--- src/rtl/filter_resp_meter.sv ---
// filter_resp_meter: settle-then-window peak/sum |x| monitor with valid/ready result.
// Optional sum accumulator built only when FILTER_RESP_MEAN_EN is defined.
module filter_resp_meter #(
   parameter int DATA_W     = 11,
   parameter int SETTLE_LEN = 25,
   parameter int WIN_LEN    = 250
) (
   input  logic                                    clk,
   input  logic                                    reset,
   input  logic                                    sample_en,
   input  logic signed [DATA_W-1:0]                in,
   input  logic                                    start,
   output logic                                    busy,
   output logic        [DATA_W-1:0]                peak,
   output logic        [DATA_W+$clog2(WIN_LEN+1)-1:0] sum_abs,
   output logic                                    result_valid,
   input  logic                                    result_ready
);

   localparam int MAX_LEN = (SETTLE_LEN > WIN_LEN) ? SETTLE_LEN : WIN_LEN;
   localparam int CW      = $clog2(MAX_LEN + 1);
   localparam int SL_M1   = (SETTLE_LEN > 0) ? SETTLE_LEN - 1 : 0;
   localparam int WL_M1   = WIN_LEN - 1;

   typedef enum logic [1:0] {
      S_IDLE,
      S_SETTLE,
      S_MEASURE,
      S_REPORT
   } state_t;

   state_t            state_q, state_d;
   logic [CW-1:0]     cnt_q, cnt_d;
   logic [DATA_W-1:0] peak_acc_q, peak_acc_d;
   logic [DATA_W-1:0] peak_q, peak_d;
   logic              valid_q, valid_d;

   logic [DATA_W:0]   in_ext;
   logic [DATA_W:0]   in_neg;
   logic [DATA_W-1:0] mag;
   logic [DATA_W-1:0] peak_new;
   logic              settle_last;
   logic              acc_clr;
   logic              acc_en;
   logic              win_last;

   // Magnitude in one extra bit so the most negative sample maps exactly.
   assign in_ext = {in[DATA_W-1], in};
   assign in_neg = -in_ext;
   assign mag    = in[DATA_W-1] ? in_neg[DATA_W-1:0] : in_ext[DATA_W-1:0];

   assign peak_new = (mag > peak_acc_q) ? mag : peak_acc_q;

   // Zero settle length leaves SETTLE on the first cycle regardless of strobes.
   assign settle_last = (SETTLE_LEN == 0) ? 1'b1 :
                        (sample_en && (cnt_q == CW'(SL_M1)));

   assign acc_clr  = (state_q == S_IDLE) && start;
   assign acc_en   = (state_q == S_MEASURE) && sample_en;
   assign win_last = acc_en && (cnt_q == CW'(WL_M1));

   // Next-state, counter and peak tracking.
   always_comb begin
      state_d    = state_q;
      cnt_d      = cnt_q;
      peak_acc_d = peak_acc_q;
      peak_d     = peak_q;
      valid_d    = valid_q;
      unique case (state_q)
         S_IDLE: begin
            if (start) begin
               state_d    = S_SETTLE;
               cnt_d      = '0;
               peak_acc_d = '0;
            end
         end
         S_SETTLE: begin
            if (settle_last) begin
               state_d = S_MEASURE;
               cnt_d   = '0;
            end else if (sample_en) begin
               cnt_d = cnt_q + CW'(1);
            end
         end
         S_MEASURE: begin
            if (acc_en) begin
               peak_acc_d = peak_new;
               cnt_d      = cnt_q + CW'(1);
            end
            if (win_last) begin
               state_d = S_REPORT;
               cnt_d   = '0;
               peak_d  = peak_new;
               valid_d = 1'b1;
            end
         end
         S_REPORT: begin
            if (result_ready) begin
               state_d = S_IDLE;
               valid_d = 1'b0;
            end
         end
         default: begin
            state_d = S_IDLE;
            valid_d = 1'b0;
         end
      endcase
   end

   // Control and peak registers; reset aborts any measurement.
   always_ff @(posedge clk or negedge reset) begin
      if (!reset) begin
         state_q    <= S_IDLE;
         cnt_q      <= '0;
         peak_acc_q <= '0;
         peak_q     <= '0;
         valid_q    <= 1'b0;
      end else begin
         state_q    <= state_d;
         cnt_q      <= cnt_d;
         peak_acc_q <= peak_acc_d;
         peak_q     <= peak_d;
         valid_q    <= valid_d;
      end
   end

   assign busy         = (state_q == S_SETTLE) || (state_q == S_MEASURE);
   assign peak         = peak_q;
   assign result_valid = valid_q;

`ifdef FILTER_RESP_MEAN_EN
   localparam int SUM_W = DATA_W + $clog2(WIN_LEN + 1);

   logic [SUM_W-1:0] sum_acc_q, sum_acc_d;
   logic [SUM_W-1:0] sum_q, sum_d;
   logic [SUM_W-1:0] sum_new;

   assign sum_new = sum_acc_q + SUM_W'(mag);

   // Running sum, published together with the peak on entry to REPORT.
   always_comb begin
      sum_acc_d = sum_acc_q;
      sum_d     = sum_q;
      if (acc_clr) begin
         sum_acc_d = '0;
      end else if (acc_en) begin
         sum_acc_d = sum_new;
      end
      if (win_last) begin
         sum_d = sum_new;
      end
   end

   // Sum registers.
   always_ff @(posedge clk or negedge reset) begin
      if (!reset) begin
         sum_acc_q <= '0;
         sum_q     <= '0;
      end else begin
         sum_acc_q <= sum_acc_d;
         sum_q     <= sum_d;
      end
   end

   assign sum_abs = sum_q;
`else
   assign sum_abs = '0;
`endif

endmodule

--- config.mk ---
export PLATFORM = sky130hd
export DESIGN_NAME = filter_resp_meter
export DESIGN_NICKNAME = d
export VERILOG_FILES = /design/src/rtl/filter_resp_meter.sv
export SDC_FILE = /design/constraint.sdc
export NUM_CORES = 1
export LEC_CHECK = 0
export CAP_MARGIN = 20
export CORE_MARGIN = 3
export CORE_UTILIZATION = 60
export DETAILED_ROUTE_END_ITERATION = 10
export DONT_BUFFER_PORTS = 1
export HOLD_SLACK_MARGIN = 0.12
export PLACE_DENSITY = 0.75
export SYNTH_ARGS = -nofsm -noshare
export SYNTH_HDL_FRONTEND = slang
export SYNTH_SLANG_ARGS = --single-unit
--- constraint.sdc ---
create_clock -name clk -period 3.3 [get_ports clk]
set_clock_uncertainty 0.15 [all_clocks]
set_input_delay 0.165 -clock clk [delete_from_list [all_inputs] [get_ports clk]]
set_output_delay 0.165 -clock clk [all_outputs]
set_load 0.005 [all_outputs]
==> results.json, run 1 <==
{
  "dieArea_um2": 4830,
  "diodes": 0,
  "pwr-share-seq": 0.311,
  "wl_um": 5160,
  "dieWidth_um": 69.5,
  "yosysTopAreaCell": "dfrtp_1",
  "hold_path_class": "input pin to flip-flop",
  "rr_startpoint": "peak_acc_q[8]",
  "arrival_ns": 2.99,
  "rsz0062_at_grt": "false",
  "dr_wl_met3_um": 366,
  "setup_viol": 0,
  "crit_path_max_incr_delay_ns": 0.53,
  "clkTransAtPathRegs_ns": 0.06,
  "synth_simple_gate_area_frac": 0.209,
  "outcome": "completed",
  "ys_top_cells_by_count": "dfrtp_1, inv_1, buf_4, ha_1, nand2_1",
  "place_inst": 313,
  "cp_common_cell": "ha_1",
  "clockRootBuffer": "clkbuf_8",
  "fin_nets": 321,
  "synth_xor_area_frac": 0.0290,
  "cp_slowest_cell": "or3_1",
  "gp_congestion": 0.887,
  "synthAdderAreaFrac": 0.0983,
  "p_clk_frac": 0.166,
  "powerDensity_nw_per_um2": 652,
  "clock.fmax_mhz": 337,
  "async_flop_share": 1.00,
  "criticalPathCategory": "input pin to flip-flop",
  "ys_warn_count": 0,
  "p_sw_w": 0.000741,
  "cts_buffers": 5,
  "finalNonFillerCells": 335,
  "worstHoldStart": "result_ready",
  "ys_seq_area_frac": 0.342,
  "layout_setup_ws_ns": 0.331,
  "cap_violations": 0,
  "m1WireLength_um": 2470,
  "synth_area_leaders": "dfrtp_1, ha_1, buf_4, a32o_1, inv_1",
  "slew_violations": 0,
  "postCtsSetupRepairBufs": 0,
  "start_util": 0.641,
  "grt_pass1_vias": 1797,
  "port-buffer-count": 0,
  "p_leak_nw": 1.19,
  "tritoncts": "yes",
  "period_needed_ns": 2.97,
  "cts_buffer_depth": 2,
  "final-hold-violation-count": 0,
  "top_layer": "met4",
  "crit_path_start": "in[0]",
  "whs_path_depth": 3,
  "grt_remaining_overflow": 0,
  "ys_ff_latch": 33,
  "drt_first_pass_iters": 4,
  "crit_buf_inv": 1,
  "cp-start-kind": "input pin",
  "worstSkewPairLatency_ns": 0.28,
  "p_int_w": 0.00100,
  "vias_per_cell": 5.85,
  "ff2ff_path_depth": 7,
  "synth_top_area_frac": 0.342,
  "core_area_um2": 3770,
  "drive_above_1_share": 0.0801,
  "path_max_fanout": 10,
  "grt_first_pass_wirelength_um": 8760,
  "p_comb_frac": 0.523,
  "cts.sinks": 33,
  "cp_data_required_time_ns": 3.32,
  "row_count": 22,
  "syn_inst": 267,
  "switching_share": 0.425,
  "antenna_found_initial": 0,
  "cts_resized": 0,
  "cp_cell_sequence": "inv_1, ha_1, nor4b_1, a21oi_1, xor2_1, ha_1, nand4_1, a211oi_1, a2111oi_4, or3_1, a32o_1",
  "dr_wl_met2_um": 2250,
  "setup_tns_ns": 0,
  "synth_edf_count": 0,
  "synth_compound_area_frac": 0.196,
  "wl_per_cell_um": 15.4,
  "drc": 0,
  "htreeDepth": 2,
  "finalCoreUtilization": 0.708,
  "grt_usage": 0.223,
  "dp_slack_ns": 0.112,
  "vias": 1960,
  "critical_path_depth": 11,
  "min_period_over_period": 0.900,
  "synthFlopType": "dfrtp_1",
  "grt_max_degree": 34,
  "synth.distinct_cells": 50,
  "synth_top_family_by_area": "simple AND/OR/NAND/NOR gates",
  "place_hpwl_um": 3740,
  "drtIter0Drc": 139,
  "end_kind": "flip-flop",
  "syn2layout_area_growth_pct": 10.5,
  "cp_top_family": "simple AND/OR/NAND/NOR gates",
  "die_h_um": 69.5,
  "synthMuxAreaShare": 0.0181,
  "synth_most_common_cell": "dfrtp_1",
  "synth_area_per_cell_um2": 9.05,
  "syn_area_um2": 2420,
  "pin_count": 48,
  "ant_nets": 0,
  "ir_worst_vdd_mv": 0.433
}
==> registers in the layout, summed over array words and instances, names as in the netlist <==
register / flops
peak: 11
peak_acc_q: 11
cnt_q: 8
state_q: 2
result_valid: 1
==> layout make-up <==
| type | instances | area (um^2) |
|---|---|---|
| Clock buffer | 8 | 80.1 |
| Fill cell | 288 | 1100 |
| Inverter | 22 | 82.6 |
| Multi-Input combinational cell | 202 | 1410 |
| Sequential cell | 33 | 826 |
| Tap cell | 48 | 60.1 |
| Timing Repair Buffer | 22 | 210 |
==> worst register-to-register path, stage by stage, from the launching register on <==
cell	delay, ns
dfrtp_1	0.35
inv_1	0.07
ha_1	0.30
nand4_1	0.16
a211oi_1	0.39
a2111oi_4	0.11
or3_1	0.53
a32o_1	0.31
==> cells in the final DEF (no fill, tap or decap), types with 5 or more instances in the layout <==
| cell | synthesis | routed |
|---|---|---|
| dfrtp_1 | 33 | 33 |
| inv_1 | 21 | 21 |
| ha_1 | 19 | 19 |
| conb_1 | 1 | 19 |
| nand2_1 | 17 | 17 |
| o21ai_0 | 15 | 15 |
| dlygate4sd3_1 | 0 | 13 |
| or3_1 | 12 | 12 |
| nand3_1 | 12 | 12 |
| a32o_1 | 10 | 10 |
| nor2_1 | 9 | 9 |
| and2_1 | 9 | 9 |
| a31o_1 | 8 | 8 |
| buf_4 | 19 | 8 |
| xnor2_1 | 6 | 6 |
| nand2b_1 | 6 | 6 |
| a21oi_1 | 5 | 5 |
| nand4_1 | 5 | 5 |
| clkbuf_8 | 0 | 5 |
==> cells by family after synthesis <==
group	count (synthesis)
AOI/OAI and AO/OA	62
xor gates and xnor gates	8
adders and majority gates	19
buffers and inverters	50
DFF	33
muxes	4
other	1
and+or+nand+nor	90
==> power by group through the flow <==
stage	registers [W]	clock network [W]	logic, W
floorplan	0.000527	0	0.000694
global placement	0.000544	0	0.000868
detailed placement	0.000547	0	0.000873
CTS	0.000540	0.000293	0.000902
global route	0.000551	0.000319	0.00101
finish	0.000541	0.000289	0.000911
==> timing repair <==
item | CTS | global route
hold buffers | 14 | 0
hold endpoints to repair | 46 | 0
setup endpoints to repair | 0 | 0
==> metal layers <==
metal | global-route usage | vias to the layer above
met5 | 0 | -
met4 | 0.0586 | 0
met3 | 0.0609 | 8
met2 | 0.334 | 68
met1 | 0.319 | 922
li1 | - | 962
==> per-stage QoR <==
| step | hold slack [ns] | total power, W | cell area (um^2) |
|---|---|---|---|
| floorplan | -0.281 | 0.00122 | 2480 |
| global placement | -0.280 | 0.00141 | 2440 |
| detailed placement | -0.280 | 0.00142 | 2440 |
| CTS | 0.131 | 0.00174 | 2670 |
| global route | 0.141 | 0.00188 | 2670 |
| finish | 0.145 | 0.00174 | 2670 |
==> final timing paths <==
check | to | slack (ns)
max | peak_acc_q[5] | 0.33
min | state_q[0] | 0.15
max reg2reg | peak_acc_q[5] | 0.83
min reg2reg | peak_acc_q[3] | 0.38
max in group asynchronous | peak[4] | 2.65
min in group asynchronous | cnt_q[0] | 0.17
(Power assumes the default switching activity.)
==> run 2, diff against run 1 <==
==> constraint.sdc (replaced) <==
create_clock -name clk -period 3.3 [get_ports clk]
set_clock_uncertainty 0.15 [all_clocks]
set_input_delay 0.165 -clock clk [delete_from_list [all_inputs] [get_ports clk]]
set_output_delay 0.165 -clock clk [all_outputs]
set_load 0.1 [all_outputs]
==> run 2 against run 1 <==
Effect of this change:
- critical path depth stayed put
- setup slack worse by 0.034 ns
- largest cell class unchanged
- maximum frequency is 1.1% lower
==> results.json, run 2 (synthesized netlist as in run 1, its figures left out) <==
{
  "cp_data_required_time_ns": 3.32,
  "slew_violations": 0,
  "cts_buffer_depth": 2,
  "grt_remaining_overflow": 0,
  "powerDensity_nw_per_um2": 721,
  "diodes": 0,
  "antenna_found_initial": 0,
  "slew_headroom": 0.386,
  "cap_violations": 0,
  "wl_per_cell_um": 15.1,
  "drtIter0Drc": 182,
  "criticalPathCategory": "input pin to flip-flop",
  "crit_path_max_incr_delay_ns": 0.53,
  "power.total_w": 0.00193,
  "grt_max_degree": 34,
  "gr-usage-met2": 0.333,
  "p_leak_nw": 1.20,
  "cts.sinks": 33,
  "cp_cell_sequence": "inv_1, ha_1, nor4b_1, a21oi_1, xor2_1, ha_1, nand4_1, a211oi_1, a2111oi_4, or3_1, a32o_1",
  "dieArea_um2": 4830,
  "min_period_over_period": 0.910,
  "tightest_slew_ns": 0.921,
  "drc": 0,
  "worstSkewPairLatency_ns": 0.29,
  "die_h_um": 69.5,
  "start_util": 0.641,
  "vias": 1930,
  "grt_pass1_vias": 1796,
  "cp_common_cell": "ha_1",
  "port-buffer-count": 0,
  "syn2layout_area_growth_pct": 10.9,
  "place_hpwl_um": 3760,
  "ir_worst_vdd_mv": 0.490,
  "vias_per_cell": 5.74,
  "dieWidth_um": 69.5,
  "wl_um": 5080,
  "row_count": 22,
  "clock.fmax_mhz": 333,
  "pin_count": 48,
  "top_usage_layer": "met2",
  "end_kind": "flip-flop",
  "fin_nets": 322,
  "setup_viol": 0,
  "path_max_fanout": 10,
  "drive_above_1_share": 0.0903,
  "cts_resized": 0,
  "cts_buffers": 5,
  "cp_slowest_cell": "or3_1",
  "tritoncts": "yes",
  "grt_usage": 0.222,
  "p_sw_w": 0.000926,
  "cp-start-kind": "input pin",
  "final_cell_mix": "dfrtp_1, inv_1, ha_1, conb_1, nand2_1",
  "clockRootBuffer": "clkbuf_8",
  "drt_first_pass_iters": 4,
  "setup_tns_ns": 0,
  "gp_congestion": 0.869,
  "htreeDepth": 2,
  "ant_nets": 0,
  "outcome": "completed",
  "final_common_cell": "dfrtp_1",
  "core_area_um2": 3770,
  "clkTransAtPathRegs_ns": 0.06,
  "p_int_w": 0.00101,
  "switching_share": 0.479,
  "nFillCells": 270,
  "final-hold-violation-count": 0,
  "grt_util_met1": 0.314,
  "rsz0062_at_grt": "false",
  "pwr-share-seq": 0.281,
  "p_clk_frac": 0.149,
  "p_comb_frac": 0.570,
  "grt_first_pass_wirelength_um": 8710,
  "period_needed_ns": 3.00,
  "globalRouteMet3Util": 0.0739,
  "hold_path_class": "input pin to flip-flop",
  "arrival_ns": 3.03
}
==> run 2: layout make-up <==
cell class,instances,area (um^2),share of cell area
inverters,22,82.6,0.0308
flip-flops and latches,33,826,0.308
clock inverters,2,10.0,0.00373
clock buffers,6,72.6,0.0271
multi-input cells,202,1410,0.527
well taps,48,60.1,0.0224
repair buffers,23,218,0.0812
==> run 2: worst max-delay path: cells and delay by family <==
family                     cells  cell delay [ns]
AOI/OAI and AO/OA              4             0.98
xor gates and xnor gates       1             0.20
adders and majority gates      2             0.53
buffers and inverters          1             0.06
and+or+nand+nor                3             1.08
==> run 2: power groups by stage <==
stage / registers [W] / clock network [W] / logic, W
after global routing: 0.000552 / 0.000321 / 0.00121
after global placement: 0.000543 / 0 / 0.00106
after CTS: 0.000541 / 0.000293 / 0.00109
after floorplan: 0.000527 / 0 / 0.000880
after detailed placement: 0.000549 / 0 / 0.00107
final: 0.000543 / 0.000288 / 0.00110
==> run 2: repair_timing <==
| item | CTS | global route |
|---|---|---|
| setup buffers | 0 | 0 |
| hold buffers | 14 | 0 |
| hold endpoints to repair | 46 | 0 |
==> run 2: worst paths after layout <==
kind | from | endpoint | slack, ns | depth (start not counted)
setup / recovery | in[0] | peak_acc_q[0] | 0.30 | 11
hold / removal | in[10] | peak_acc_q[9] | 0.13 | 3
setup reg to reg | peak_acc_q[8] | peak_acc_q[0] | 0.81 | 7
hold reg to reg | peak_acc_q[3] | peak_acc_q[3] | 0.37 | 1
max in group asynchronous | reset | peak[5] | 2.66 | 2
min in group asynchronous | reset | cnt_q[0] | 0.16 | 2
==> run 2: layer usage <==
metal | part of all wire | wire length [um]
met1 | 0.48 | 2430
met5 | 0 | 0
met4 | 0.0085 | 43
met2 | 0.45 | 2270
met3 | 0.066 | 337
==> run 2: through the flow <==
| step | cell area, um^2 | instances | setup slack, ns | util | hold slack [ns] |
|---|---|---|---|---|---|
| floorplan | 2480 | 285 | 0.292 | - | -0.281 |
| global placement | 2450 | 314 | 0.186 | 0.649 | -0.280 |
| detailed placement | 2450 | 314 | 0.0506 | 0.649 | -0.280 |
| CTS | 2680 | 336 | 0.344 | 0.711 | 0.128 |
| global route | 2680 | 336 | 0.116 | 0.711 | 0.129 |
| finish | 2680 | 336 | 0.297 | 0.711 | 0.132 |
